[src/rtl/mult_pkg.sv]
// rtl/mult_pkg.sv - shared defaults and state encoding for the multiplier pipe stage
//   Defines the default lane/tag width, default lane count and the three-state
//   occupancy encoding used by mult_pipe_stage.
package mult_pkg;

    localparam int DEFAULT_WIDTH = 32;
    localparam int DEFAULT_LANES = 8;

    // Encoding doubles as the occupancy count, so occupancy is the state itself.
    typedef enum logic [1:0] {
        ST_EMPTY = 2'd0,
        ST_HALF  = 2'd1,
        ST_FULL  = 2'd2
    } state_t;

endpackage

[src/rtl/mult_pipe_slot.sv]
// rtl/mult_pipe_slot.sv - one beat-wide holding register with load enable
//   clock : rising-edge clock
//   reset : asynchronous active-high clear of the held beat
//   load  : capture d on the next rising edge
//   d     : beat to capture
//   q     : held beat
module mult_pipe_slot #(
    parameter int BEAT_W = 288
) (
    input  logic              clock,
    input  logic              reset,
    input  logic              load,
    input  logic [BEAT_W-1:0] d,
    output logic [BEAT_W-1:0] q
);

    always_ff @(posedge clock or posedge reset) begin
        if (reset) begin
            q <= '0;
        end else if (load) begin
            q <= d;
        end
    end

endmodule

[src/rtl/mult_pipe_stage.sv]
// rtl/mult_pipe_stage.sv - two-slot skid buffer carrying partial-product lanes plus a tag
//   clock/reset          : rising-edge clock, asynchronous active-high reset
//   flush                : synchronous discard of held beats (slot data untouched)
//   in_valid/in_ready    : upstream handshake; in_ready is registered
//   in_lanes/in_tag      : incoming beat, lane k at [k*WIDTH +: WIDTH]
//   out_valid/out_ready  : downstream handshake; out_valid is registered
//   out_lanes/out_tag    : beat held in MAIN
//   occupancy            : number of held beats (0..2)
module mult_pipe_stage
    import mult_pkg::*;
#(
    parameter int WIDTH = DEFAULT_WIDTH,
    parameter int LANES = DEFAULT_LANES
) (
    input  logic                   clock,
    input  logic                   reset,
    input  logic                   flush,
    input  logic                   in_valid,
    output logic                   in_ready,
    input  logic [LANES*WIDTH-1:0] in_lanes,
    input  logic [WIDTH-1:0]       in_tag,
    output logic                   out_valid,
    input  logic                   out_ready,
    output logic [LANES*WIDTH-1:0] out_lanes,
    output logic [WIDTH-1:0]       out_tag,
    output logic [1:0]             occupancy
);

    localparam int BEAT_W = LANES * WIDTH + WIDTH;

    state_t              state;
    state_t              state_next;
    logic                in_xfer;
    logic                out_xfer;
    logic                main_load;
    logic                skid_load;
    logic [BEAT_W-1:0]   in_beat;
    logic [BEAT_W-1:0]   main_d;
    logic [BEAT_W-1:0]   main_q;
    logic [BEAT_W-1:0]   skid_q;

    assign in_xfer  = in_valid & in_ready;
    assign out_xfer = out_valid & out_ready;

    // Lanes and tag travel as a single word so they can never slip apart.
    assign in_beat = {in_tag, in_lanes};

    // Flush blocks every load: held data stays put, only the state is discarded.
    always_comb begin
        main_load  = 1'b0;
        skid_load  = 1'b0;
        main_d     = in_beat;
        state_next = state;
        if (flush) begin
            state_next = ST_EMPTY;
        end else begin
            case (state)
                ST_EMPTY: begin
                    if (in_xfer) begin
                        main_load  = 1'b1;
                        state_next = ST_HALF;
                    end
                end
                ST_HALF: begin
                    if (in_xfer && out_xfer) begin
                        main_load = 1'b1;
                    end else if (in_xfer) begin
                        skid_load  = 1'b1;
                        state_next = ST_FULL;
                    end else if (out_xfer) begin
                        state_next = ST_EMPTY;
                    end
                end
                ST_FULL: begin
                    // in_ready is low here, so only a drain can happen.
                    if (out_xfer) begin
                        main_load  = 1'b1;
                        main_d     = skid_q;
                        state_next = ST_HALF;
                    end
                end
                default: begin
                    state_next = ST_EMPTY;
                end
            endcase
        end
    end

    // Handshake outputs are registered from the next state so neither
    // in_ready nor out_valid depends combinationally on the peer's signal.
    always_ff @(posedge clock or posedge reset) begin
        if (reset) begin
            state     <= ST_EMPTY;
            out_valid <= 1'b0;
            in_ready  <= 1'b0;
        end else begin
            state     <= state_next;
            out_valid <= (state_next != ST_EMPTY);
            in_ready  <= (state_next != ST_FULL);
        end
    end

    assign occupancy = state;

    mult_pipe_slot #(
        .BEAT_W (BEAT_W)
    ) u_main (
        .clock (clock),
        .reset (reset),
        .load  (main_load),
        .d     (main_d),
        .q     (main_q)
    );

    mult_pipe_slot #(
        .BEAT_W (BEAT_W)
    ) u_skid (
        .clock (clock),
        .reset (reset),
        .load  (skid_load),
        .d     (in_beat),
        .q     (skid_q)
    );

    assign out_lanes = main_q[LANES*WIDTH-1:0];
    assign out_tag   = main_q[BEAT_W-1:LANES*WIDTH];

endmodule
[config.mk]
export PLATFORM = sky130hd
export DESIGN_NAME = mult_pipe_stage
export DESIGN_NICKNAME = d
export VERILOG_FILES = /design/src/rtl/mult_pkg.sv /design/src/rtl/mult_pipe_slot.sv /design/src/rtl/mult_pipe_stage.sv
export SDC_FILE = /design/constraint.sdc
export NUM_CORES = 1
export LEC_CHECK = 0
export CAP_MARGIN = 25
export CORE_MARGIN = 2
export CORE_UTILIZATION = 46
export CTS_CLUSTER_DIAMETER = 30
export DETAILED_ROUTE_END_ITERATION = 6
export PLACE_DENSITY = 0.82
export REMOVE_ABC_BUFFERS = 1
export SLEW_MARGIN = 5
export SYNTH_ARGS = -nofsm -noshare
export SYNTH_HDL_FRONTEND = slang
export SYNTH_SLANG_ARGS = --single-unit
[constraint.sdc]
create_clock -name clock -period 17.1 [get_ports clock]
set_clock_uncertainty 0.2 [all_clocks]
set_input_delay 1.71 -clock clock [delete_from_list [all_inputs] [get_ports clock]]
set_output_delay 1.71 -clock clock [all_outputs]
set_load 0.01 [all_outputs]
# After elaboration in Yosys (flattened, before gate mapping)
# Index checks and enable logic that the tools add are counted.
[classes] n_eq_ne=3 mux=18 n_bitwise=2 n_reduce_logical=3
[op_table] cell="two-way mux 288 bit" count=3
[op_table] cell="two-way mux 2 bit" count=6
[op_table] cell="two-way mux 1 bit" count=7
[op_table] cell="case mux 2 bit (3 select lines)" count=1
[op_table] cell="case mux 1 bit (3 select lines)" count=1
[op_table] cell="AND 1 bit" count=2
[op_table] cell="equality test 2 x 1 -> 1 bit (second input constant)" count=1
[op_table] cell="equality test 2 bit (second input constant)" count=1
[op_table] cell="logical NOT 2 bit" count=1
[op_table] cell="!= test 2 bit (second input constant)" count=1
[op_table] cell="nonzero test 2 bit" count=1
[op_table] cell="logical AND 1 bit" count=1
[word_totals] ff_bits=580 inputBits=293 output_inout_bits=292 wordCells=31

# Logic depth before layout (Yosys ltp)
# Gate-level depths: netlist of the first run.
[depth] depth_word=7 depth_mapped=6 mapped_depth_nobuf=3

# Cells and area by module
# From an unflattened synthesis of the first run, not the netlist that was laid out.
[hier_totals] cells_unflattened=1560 area_unflattened_um2=26723.1
[modules_own_cells] mod="mult_pipe_slot" n_inst=2 cells_per_inst=609 area_each_um2=11531.1 seq_area_each_um2=7206.9
[modules_own_cells] mod="mult_pipe_stage" n_inst=1 cells_per_inst=342 area_each_um2=3661.0 seq_area_each_um2=100.1

# Least setup slack after synthesis of the first run
# Ideal clock, no wire load.
[synth_timing] path_type="in2reg" from="input out_ready" to="register u_main.q[0]" arrival_time_ps=3170 required_time_ps=16775 setup_slack_ps=13605 cell_stages=6 n_path_buf=3 cell_sequence="nand4b_1 -> buf_2 -> buf_2 -> buf_1 -> mux2_2 -> mux2_2"
[synth_via] elab_chain_len=5 word_cells_on_any_way=9
[synth_lines] item="from (decl)" line="mult_pipe_stage.sv:23" rtl="input logic out_ready,"
[synth_lines] item="AND 1 bit *" line="mult_pipe_stage.sv:43" rtl="assign out_xfer = out_valid & out_ready;"
[synth_lines] item="logical AND 1 bit" line="mult_pipe_stage.sv:65" rtl="if (in_xfer && out_xfer) begin"
[synth_lines] item="two-way mux 1 bit" line="mult_pipe_stage.sv:65"
[synth_lines] item="case mux 1 bit (3 select lines)" line="mult_pipe_stage.sv:57" rtl="case (state)"
[synth_lines] item="two-way mux 1 bit" line="mult_pipe_stage.sv:54" rtl="if (flush) begin"
[synth_lines] item="to (signal assigned)" line="mult_pipe_slot.sv:19" rtl="q <= '0;"
[synth_lines] item="to (signal assigned)" line="mult_pipe_slot.sv:21" rtl="q <= d;"
[synth_lines] item="to (decl)" line="mult_pipe_slot.sv:14" rtl="output logic [BEAT_W-1:0] q"
# Mark *: on every way between the ends. The rest lies on a longest branch, timed or not.
# A chain may end at the register's enable or synchronous reset.

# Worst setup path after layout of the first run
[layout_timing] from="input out_ready" to="register u_main.q[192]"
# The elaborated chain is that of the path after synthesis.

==> results.toml, run 1 <==
[finish]
nFillCells = 3689
nets = 2477
drive_gt1_frac = 0.4801
syn_to_final_growth_pct = 41.30
utilization = 0.6584

[timing]
fin_crit_ns = 5.404
timing.final.max_slew_violations = 0
finalSetupViolations = 0
period_share = 0.3160
hold_viol_final = 0
worstMarginPinSlew_ns = 1.096
relSlewSlack = 0.2694
rsz0062_at_grt = "no"
fmax_ghz = 0.1850

[detailed_routing]
dr.pass1.iters = 4
drc_errors = 0
viasPerCell = 5.148
num_vias = 15630
postRouteWirelength_mm = 65.37
wl_per_cell_um = 21.52
drtAntennaViolNets = 0
drtIter0Drc = 590

[floorplanning]
fp.dieW_um = 240.5
fp.dieH_um = 240.5
io_pins = 585
start_util = 0.4660
core_um2 = 55200
fp.dieArea_um2 = 57830
rows = 86

[placed_design]
dp_hpwl_mm = 40.92
port_buffers = 584
gp_congestion = 0.7807

[clocking]
postCtsHoldBufs = 0
cts.root.buffer_cell = "clkbuf_16"
clock_latency_ns = 0.63
cts.sinks = 580
cts_buffer_depth = 3
cts.repair.resized = 0
cts.clk_slew.worst_paths_ns = 0.04
cts_tree = "built"
cts_buffers = 117
cts_max_level = 3
cts_setup_buffers = 0

[status]
status = "finished clean"

[critical_path]
slowest_stage = "buf_4"
worstSetupStartpointType = "primary input"
setup.worst_path.end_class = "register"
path_common_cell = "buf_4"
worstPathRequired_ns = 17.40
critPathMaxFanout = 72
critPathArrivalTime_ns = 5.70
critPathMaxStageDelay_ns = 0.84
path_class = "primary input to register"
cp_cell_sequence = "clkdlybuf4s50_1 -> nand4b_1 -> buf_4 -> a211oi_4 -> buf_4 -> buf_16 -> buf_4 -> buf_16 -> buf_4 -> mux2_2"

[synthesis]
ys_types = 20
ys_warn_count = 0
synth_area_per_cell_um2 = 16.52
yosysSeqAreaShare = 0.5643
ys_ff_latch = 580
netlist_area_um2 = 25720
syn_inst = 1557

[power]
p_per_area_nw_per_um2 = 157.5
leakagePower_nw = 16.04
peakVddDrop_uv = 116.3
total_power_w = 0.005725

[grt]
track_usage = 0.2213
grt_max_degree = 186
grt_pass1_wl_mm = 100.1
grt_antenna_before_repair = 12
grt_overflow = 0
first_global_vias = 17600

[flow_run]
timing.max_cap.violations = 0

[min_path]
worst_hold_path_type = "register to register"
==> power by group <==
group	total (W)	internal, W	switching (W)
combinational	0.00128	0.000850	0.000435
clock	0.00236	0.00161	0.000752
sequential	0.00208	0.00183	0.000257
==> worst paths after layout <==
kind / startpoint / to / slack [ns] / cells after the start
min in group asynchronous: reset / u_main.q[213]$_DFFE_PP0P_ / 1.30 / 2
worst max-delay path: out_ready / u_main.q[192]$_DFFE_PP0P_ / 11.70 / 10
worst min-delay path: u_skid.q[196]$_DFFE_PP0P_ / u_skid.q[196]$_DFFE_PP0P_ / 0.30 / 1
worst min register to register: u_skid.q[196]$_DFFE_PP0P_ / u_skid.q[196]$_DFFE_PP0P_ / 0.30 / 1
max in group asynchronous: reset / u_main.q[268]$_DFFE_PP0P_ / 13.23 / 5
worst max register to register: occupancy[0]$_DFF_PP0_ / u_main.q[192]$_DFFE_PP0P_ / 12.79 / 9
==> final cells by class <==
| cell class | instances | area [um^2] | share of cell area |
|---|---|---|---|
| sequential | 580 | 14510 | 0.3993 |
| multi-input combinational | 880 | 10610 | 0.2919 |
| timing repair buffer | 603 | 6098 | 0.1678 |
| clock buffer | 144 | 3231 | 0.08889 |
| tap | 748 | 935.9 | 0.02575 |
| clock inverter | 72 | 920.9 | 0.02534 |
| antenna | 8 | 20.02 | 0.0005508 |
| inverter | 2 | 15.01 | 0.0004131 |
==> sequential cells by signal, indices dropped and copies added, names as in the netlist <==
signal,flops
in_ready,1
occupancy,2
out_valid,1
u_main.q,288
u_skid.q,288
==> critical path: cells and delay by family <==
| family | cells | cell delay (ns) |
|---|---|---|
| buffers and inverters | 7 | 2.96 |
| muxes | 1 | 0.41 |
| AOI/OAI and AO/OA | 1 | 0.29 |
| and+or+nand+nor | 1 | 0.11 |
==> kinds of logic (layout without fill, tap and decap cells) <==
| group | after synthesis | after routing | share of synthesized area |
|---|---|---|---|
| compound gates | 7 | 7 | 0.002432 |
| buf+inv | 97 | 821 | 0.02369 |
| flops | 580 | 580 | 0.5643 |
| mux | 864 | 864 | 0.4074 |
| other cells | 0 | 8 | 0 |
| simple gates | 9 | 9 | 0.002189 |
==> per-layer routing <==
metal  wire, um  global-route usage  part of all wire  vias to the layer above
li1           -                   -                 -                     6931
met1      25090              0.2549              0.38                     8031
met2      32500              0.3645              0.50                      497
met3       5272             0.08289             0.081                      164
met4       2439              0.1046             0.037                       10
met5         70                   0            0.0011                        -
==> cell usage in the layout, fill, tap and decap left out <==
master           instances
mux2_2                 664
clkdlybuf4s50_1        584
dfrtp_1                580
mux2_4                 200
clkbuf_16              118
clkinv_2                25
bufinv_16               18
clkbuf_8                18
clkinvlp_4              16
buf_4                   12
diode_2                  8
clkbuf_1                 8
inv_6                    6
nand2_1                  4
clkinv_4                 4
buf_12                   4
buf_16                   3
nand4b_1                 2
inv_8                    2
a21boi_2                 1
or4b_4                   1
nand3b_1                 1
a211oi_4                 1
a211o_1                  1
a21oi_1                  1
a31oi_1                  1
nand2b_1                 1
a221o_1                  1
inv_1                    1
a221oi_1                 1
inv_16                   1
clkinv_8                 1
==> per-stage QoR <==
step	hold WS, ns	cell area [um^2]	std cells	setup WS [ns]	TNS [ns]
6_report	0.2984	36340	3037	11.70	0
5_1_grt	0.3122	36340	3036	11.54	0
4_1_cts	0.3012	36220	3025	11.09	0
3_5_place_dp	0.2897	32070	2809	10.40	0
3_3_place_gp	0.2827	32070	2809	10.52	0
2_1_floorplan	0.2757	25120	1462	-16.81	-5444.36
==> cells in the mapped netlist <==
cell type / n / area [um^2]
buf_6: 25 / 281.5
dfrtp_1: 580 / 14510
nand3b_1: 1 / 7.510
nand2b_1: 1 / 6.260
inv_1: 2 / 7.510
a31oi_1: 1 / 6.260
a21boi_2: 1 / 11.26
nand2_1: 4 / 15.01
mux2_2: 664 / 7477
buf_1: 6 / 22.52
nand4b_1: 2 / 17.52
or4b_1: 1 / 10.01
clkbuf_1: 18 / 67.56
a211oi_2: 1 / 12.51
mux2_4: 200 / 3003
buf_2: 46 / 230.2
a221o_1: 1 / 10.01
a211o_1: 1 / 8.760
a221oi_1: 1 / 8.760
a21oi_1: 1 / 5.000
No activity file was read; power rests on OpenSTA's default activity.
==> inputs of run 2 (changes only) <==
--- a/config.mk
+++ b/config.mk
@@ -7,10 +7,10 @@
 export LEC_CHECK = 0
 export CAP_MARGIN = 25
 export CORE_MARGIN = 2
-export CORE_UTILIZATION = 46
+export CORE_UTILIZATION = 51
 export CTS_CLUSTER_DIAMETER = 30
 export DETAILED_ROUTE_END_ITERATION = 6
-export PLACE_DENSITY = 0.82
+export PLACE_DENSITY = 0.86
 export REMOVE_ABC_BUFFERS = 1
 export SLEW_MARGIN = 5
 export SYNTH_ARGS = -nofsm -noshare
==> constraint.sdc (replaced) <==
create_clock -name clock -period 5.19 [get_ports clock]
set_clock_uncertainty 0.2 [all_clocks]
set_input_delay 0.519 -clock clock [delete_from_list [all_inputs] [get_ports clock]]
set_output_delay 0.519 -clock clock [all_outputs]
set_load 0.01 [all_outputs]
==> results.toml, run 2 (same netlist as run 1, synthesis figures left out) <==
[detailed_routing]
num_vias = 16070
wl_per_cell_um = 23.89
drc_errors = 0
drtAntennaViolNets = 0
postRouteWirelength_mm = 70.82
drtIter0Drc = 737
dr.pass1.iters = 4
viasPerCell = 5.421

[critical_path]
critPathMaxFanout = 46
slowest_stage = "or4b_4"
worst-path-stages = 5
worst-path-buf-inv = 2
setup.worst_path.end_class = "register"
r2r_end = "u_skid.q[248]$_DFFE_PP0P_"
r2r_slack_ns = 2.18
worstPathRequired_ns = 5.53
r2r_start = "occupancy[0]$_DFF_PP0_"
cp_top_family = "simple AND/OR/NAND/NOR gates"
critPathArrivalTime_ns = 3.35
worstSetupStartpointType = "register"
cp_cell_sequence = "a21boi_2 -> or4b_4 -> buf_12 -> buf_4 -> mux2_2"
crit_start = "occupancy[0]$_DFF_PP0_"
worst_r2r_path_depth = 5
setup.worst_path.end = "u_skid.q[248]$_DFFE_PP0P_"
path_class = "register to register"
critPathMaxStageDelay_ns = 0.88

[floorplanning]
io_pins = 585
fp.dieW_um = 228.6
rows = 82
core_um2 = 49970
start_util = 0.5148
fp.dieH_um = 228.6
fp.dieArea_um2 = 52250

[finish]
nFillCells = 2893
fin_cells = 2964
layout_common_cells = "mux2_2 (664), clkdlybuf4s50_1 (584), dfrtp_1 (580)"
layout_commonest_cell = "mux2_2"
final_cell_area_um2 = 36110
syn_to_final_growth_pct = 40.40
nets = 2479
drive_gt1_frac = 0.4781
utilization = 0.7228

[timing]
relSlewSlack = 0.2745
finalSetupViolations = 0
hold_viol_final = 0
fin_crit_ns = 3.011
period_share = 0.5802
tns_ns = 0
rsz0062_at_grt = "no"
timing.final.max_slew_violations = 0
fmax_ghz = 0.3321
worstMarginPinSlew_ns = 1.088

[grt]
first_global_vias = 18340
grt_antenna_before_repair = 12
grt_max_degree = 146
track_usage = 0.2703
grt_pass1_wl_mm = 109.7
grt_overflow = 0

[clocking]
cts_tree = "built"
cts_buffers = 113
cts.root.buffer_cell = "clkbuf_16"
cts.clk_slew.worst_paths_ns = 0.06
cts.sinks = 580
cts_max_level = 3
clock_latency_ns = 0.66
cts.repair.resized = 0
cts_setup_buffers = 0
cts_buffer_depth = 3
postCtsHoldBufs = 0

[placed_design]
dp_hpwl_mm = 43.31
placed_cells = 2742
port_buffers = 584
gp_congestion = 0.8754
place_area_um2 = 32170

[power]
peakVddDrop_uv = 347.2
p_per_area_nw_per_um2 = 513.8
leakagePower_nw = 15.94

[flow_run]
timing.max_cap.violations = 0

[min_path]
worst_hold_path_type = "primary input to asynchronous set/reset pin"

[status]
status = "finished clean"
[run 2: worst min path at each step]
stage	to
finish	u_skid.q[42]$_DFFE_PP0P_
global route	u_skid.q[42]$_DFFE_PP0P_
detailed placement	u_skid.q[240]$_DFFE_PP0P_
CTS	u_skid.q[201]$_DFFE_PP0P_
floorplan	u_skid.q[195]$_DFFE_PP0P_
global placement	u_skid.q[258]$_DFFE_PP0P_
[run 2: area by class of cell]
type                            instances  area, um^2  area share
Timing Repair Buffer                  609        6216      0.1721
Inverter                                2       15.01   0.0004158
Antenna cell                           10       25.02   0.0006929
Tap cell                              672       840.8     0.02328
Clock inverter                         77       894.6     0.02477
Sequential cell                       580       14510      0.4019
Multi-Input combinational cell        880       10610      0.2938
Clock buffer                          134        2998     0.08301
[run 2: worst reg2reg max path: cells and delay by family, from the launching register on]
family          cells  cell delay [ns]
simple gates        1             0.88
mux                 1             0.31
flops               1             0.50
compound gates      1             0.32
buf+inv             2             0.69
[run 2: metal layers]
metal	wire length, um	global-route usage
met1	26220	0.3035
met2	35630	0.4565
met3	5460	0.09494
met4	3478	0.1366
met5	23	0
[run 2: metrics by stage]
step | worst slack [ns] | hold WS, ns | power (W)
final | 2.179 | 0.04982 | 0.01856
after global routing | 2.135 | 0.06198 | 0.01926
after CTS | 2.208 | 0.2671 | 0.01866
after detailed placement | 1.760 | 0.2899 | 0.01110
after global placement | 1.816 | 0.2829 | 0.01086
after floorplan | -27.53 | 0.2757 | 0.009304
[run 2: power breakdown]
| part | total [W] | internal [W] | switching (W) | leakage (nW) |
|---|---|---|---|---|
| combinational | 0.00432 | 0.00280 | 0.00151 | 7.15 |
| clock | 0.00732 | 0.00473 | 0.00260 | 1.86 |
| sequential | 0.00692 | 0.00602 | 0.000898 | 6.94 |
| total | 0.0186 | 0.0136 | 0.00501 | 15.9 |
==> inputs of run 3 (changes only) <==
==> constraint.sdc (replaced) <==
create_clock -name clock -period 2.8 [get_ports clock]
set_clock_uncertainty 0.2 [all_clocks]
set_input_delay 0.28 -clock clock [delete_from_list [all_inputs] [get_ports clock]]
set_output_delay 0.28 -clock clock [all_outputs]
set_load 0.01 [all_outputs]
==> results.toml, run 3 (same netlist as run 1, synthesis figures left out) <==
[floorplanning]
fp.dieW_um = 228.6
rows = 82
core_um2 = 49970
fp.dieArea_um2 = 52250
start_util = 0.5148
fp.dieH_um = 228.6
io_pins = 585

[critical_path]
r2r_start = "occupancy[0]$_DFF_PP0_"
critPathArrivalTime_ns = 2.75
setup.worst_path.end_class = "register"
worst_r2r_path_depth = 5
path_common_cell = "buf_12"
critPathMaxFanout = 31
worstSetupStartpointType = "register"
worstPathRequired_ns = 3.12
cp_cell_sequence = "nand4b_1 -> a211oi_4 -> buf_12 -> buf_12 -> mux2_2"
r2r_slack_ns = 0.37
path_class = "register to register"
r2r_end = "u_main.q[128]$_DFFE_PP0P_"
slowest_stage = "dfrtp_1"
critPathMaxStageDelay_ns = 0.44

[placed_design]
gp_congestion = 0.8436
dp_hpwl_mm = 47.28
place_area_um2 = 32840
port_buffers = 584

[timing]
timing.final.max_slew_violations = 0
worstMarginPinSlew_ns = 0.5186
fmax_ghz = 0.4107
finalSetupViolations = 0
rsz0062_at_grt = "no"
fin_crit_ns = 2.435
hold_viol_final = 0
period_share = 0.8696
relSlewSlack = 0.6543
tns_ns = 0

[detailed_routing]
num_vias = 16490
viasPerCell = 5.434
postRouteWirelength_mm = 75.27
drtIter0Drc = 746
drtAntennaViolNets = 0
wl_per_cell_um = 24.80
dr.pass1.iters = 5
drc_errors = 0

[finish]
layout_commonest_cell = "mux2_2"
drive_gt1_frac = 0.4955
syn_to_final_growth_pct = 44.46
layout_common_cells = "mux2_2 (664), clkdlybuf4s50_1 (584), dfrtp_1 (580)"
nFillCells = 2744
utilization = 0.7437
seqCellArea_um2 = 14510
final_cell_area_um2 = 37160
nets = 2539
multi_input_area_um2 = 10610

[clocking]
cts_max_level = 3
cts_buffers = 119
cts.sinks = 580
cts_tree = "built"
cts_buffer_depth = 3
cts_setup_buffers = 0
cts.clk_slew.worst_paths_ns = 0.05
postCtsHoldBufs = 1
cts.root.buffer_cell = "clkbuf_16"
clock_latency_ns = 0.65
cts.repair.resized = 0

[status]
status = "finished clean"

[min_path]
hold_start = "in_lanes[24]"
hold_end = "u_skid.q[24]$_DFFE_PP0P_"
hold_depth = 2
worst_hold_path_type = "primary input to register"

[flow_run]
timing.max_cap.violations = 0

[power]
p_per_area_nw_per_um2 = 967.4
leakagePower_nw = 16.48
peakVddDrop_uv = 773.0

[grt]
track_usage = 0.2887
grt_antenna_before_repair = 17
first_global_vias = 19070
grt_pass1_wl_mm = 116.4
grt_overflow = 0
grt_max_degree = 95
[run 3: layout make-up]
type                            instances  area share
Antenna cell                           14   0.0009428
Sequential cell                       580      0.3906
Clock inverter                         84     0.02852
Tap cell                              672     0.02263
Inverter                                2   0.0004041
Multi-Input combinational cell        880      0.2855
Timing Repair Buffer                  663      0.1848
Clock buffer                          140     0.08660
[run 3: per-stage QoR]
step                hold slack, ns  power (W)  std cells  setup WS (ns)
finish                     0.07062    0.03595       3035         0.3651
global route               0.05037    0.03719       3033         0.3123
CTS                        0.02803    0.03609       3021         0.3851
detailed placement          0.2897    0.02072       2796         0.1122
global placement            0.2825    0.02025       2796         0.1620
floorplan                   0.1435    0.01725       1462         -29.90
[run 3: power by group]
group | total [W] | switching [W] | internal (W)
Combinational | 0.00813 | 0.00286 | 0.00527
Clock | 0.0149 | 0.00497 | 0.00993
Sequential | 0.0129 | 0.00176 | 0.0112
[run 3: worst max-delay path by stage]
| stage | start | end | slack, ns |
|---|---|---|---|
| finish | occupancy[0]$_DFF_PP0_ | u_main.q[128]$_DFFE_PP0P_ | 0.37 |
| global route | occupancy[1]$_DFF_PP0_ | u_main.q[109]$_DFFE_PP0P_ | 0.31 |
| CTS | occupancy[0]$_DFF_PP0_ | u_main.q[109]$_DFFE_PP0P_ | 0.39 |
| detailed placement | out_ready | u_main.q[128]$_DFFE_PP0P_ | 0.11 |
| global placement | out_ready | u_main.q[153]$_DFFE_PP0P_ | 0.16 |
| floorplan | occupancy[1]$_DFF_PP0_ | u_main.q[0]$_DFFE_PP0P_ | -29.90 |
[run 3: worst max-delay path, delay by kind of cell (launching register included)]
kind	cells	cell delay (ns)
buf+inv	2	0.53
mux	1	0.38
simple gates	1	0.31
flops	1	0.44
compound gates	1	0.38
[run 3: routing by layer]
metal,track usage,up-vias,share of wire
met5,0,-,0.00070
met4,0.1460,8,0.050
met3,0.09731,205,0.074
met2,0.4913,648,0.51
met1,0.3236,8572,0.37
li1,-,7059,-
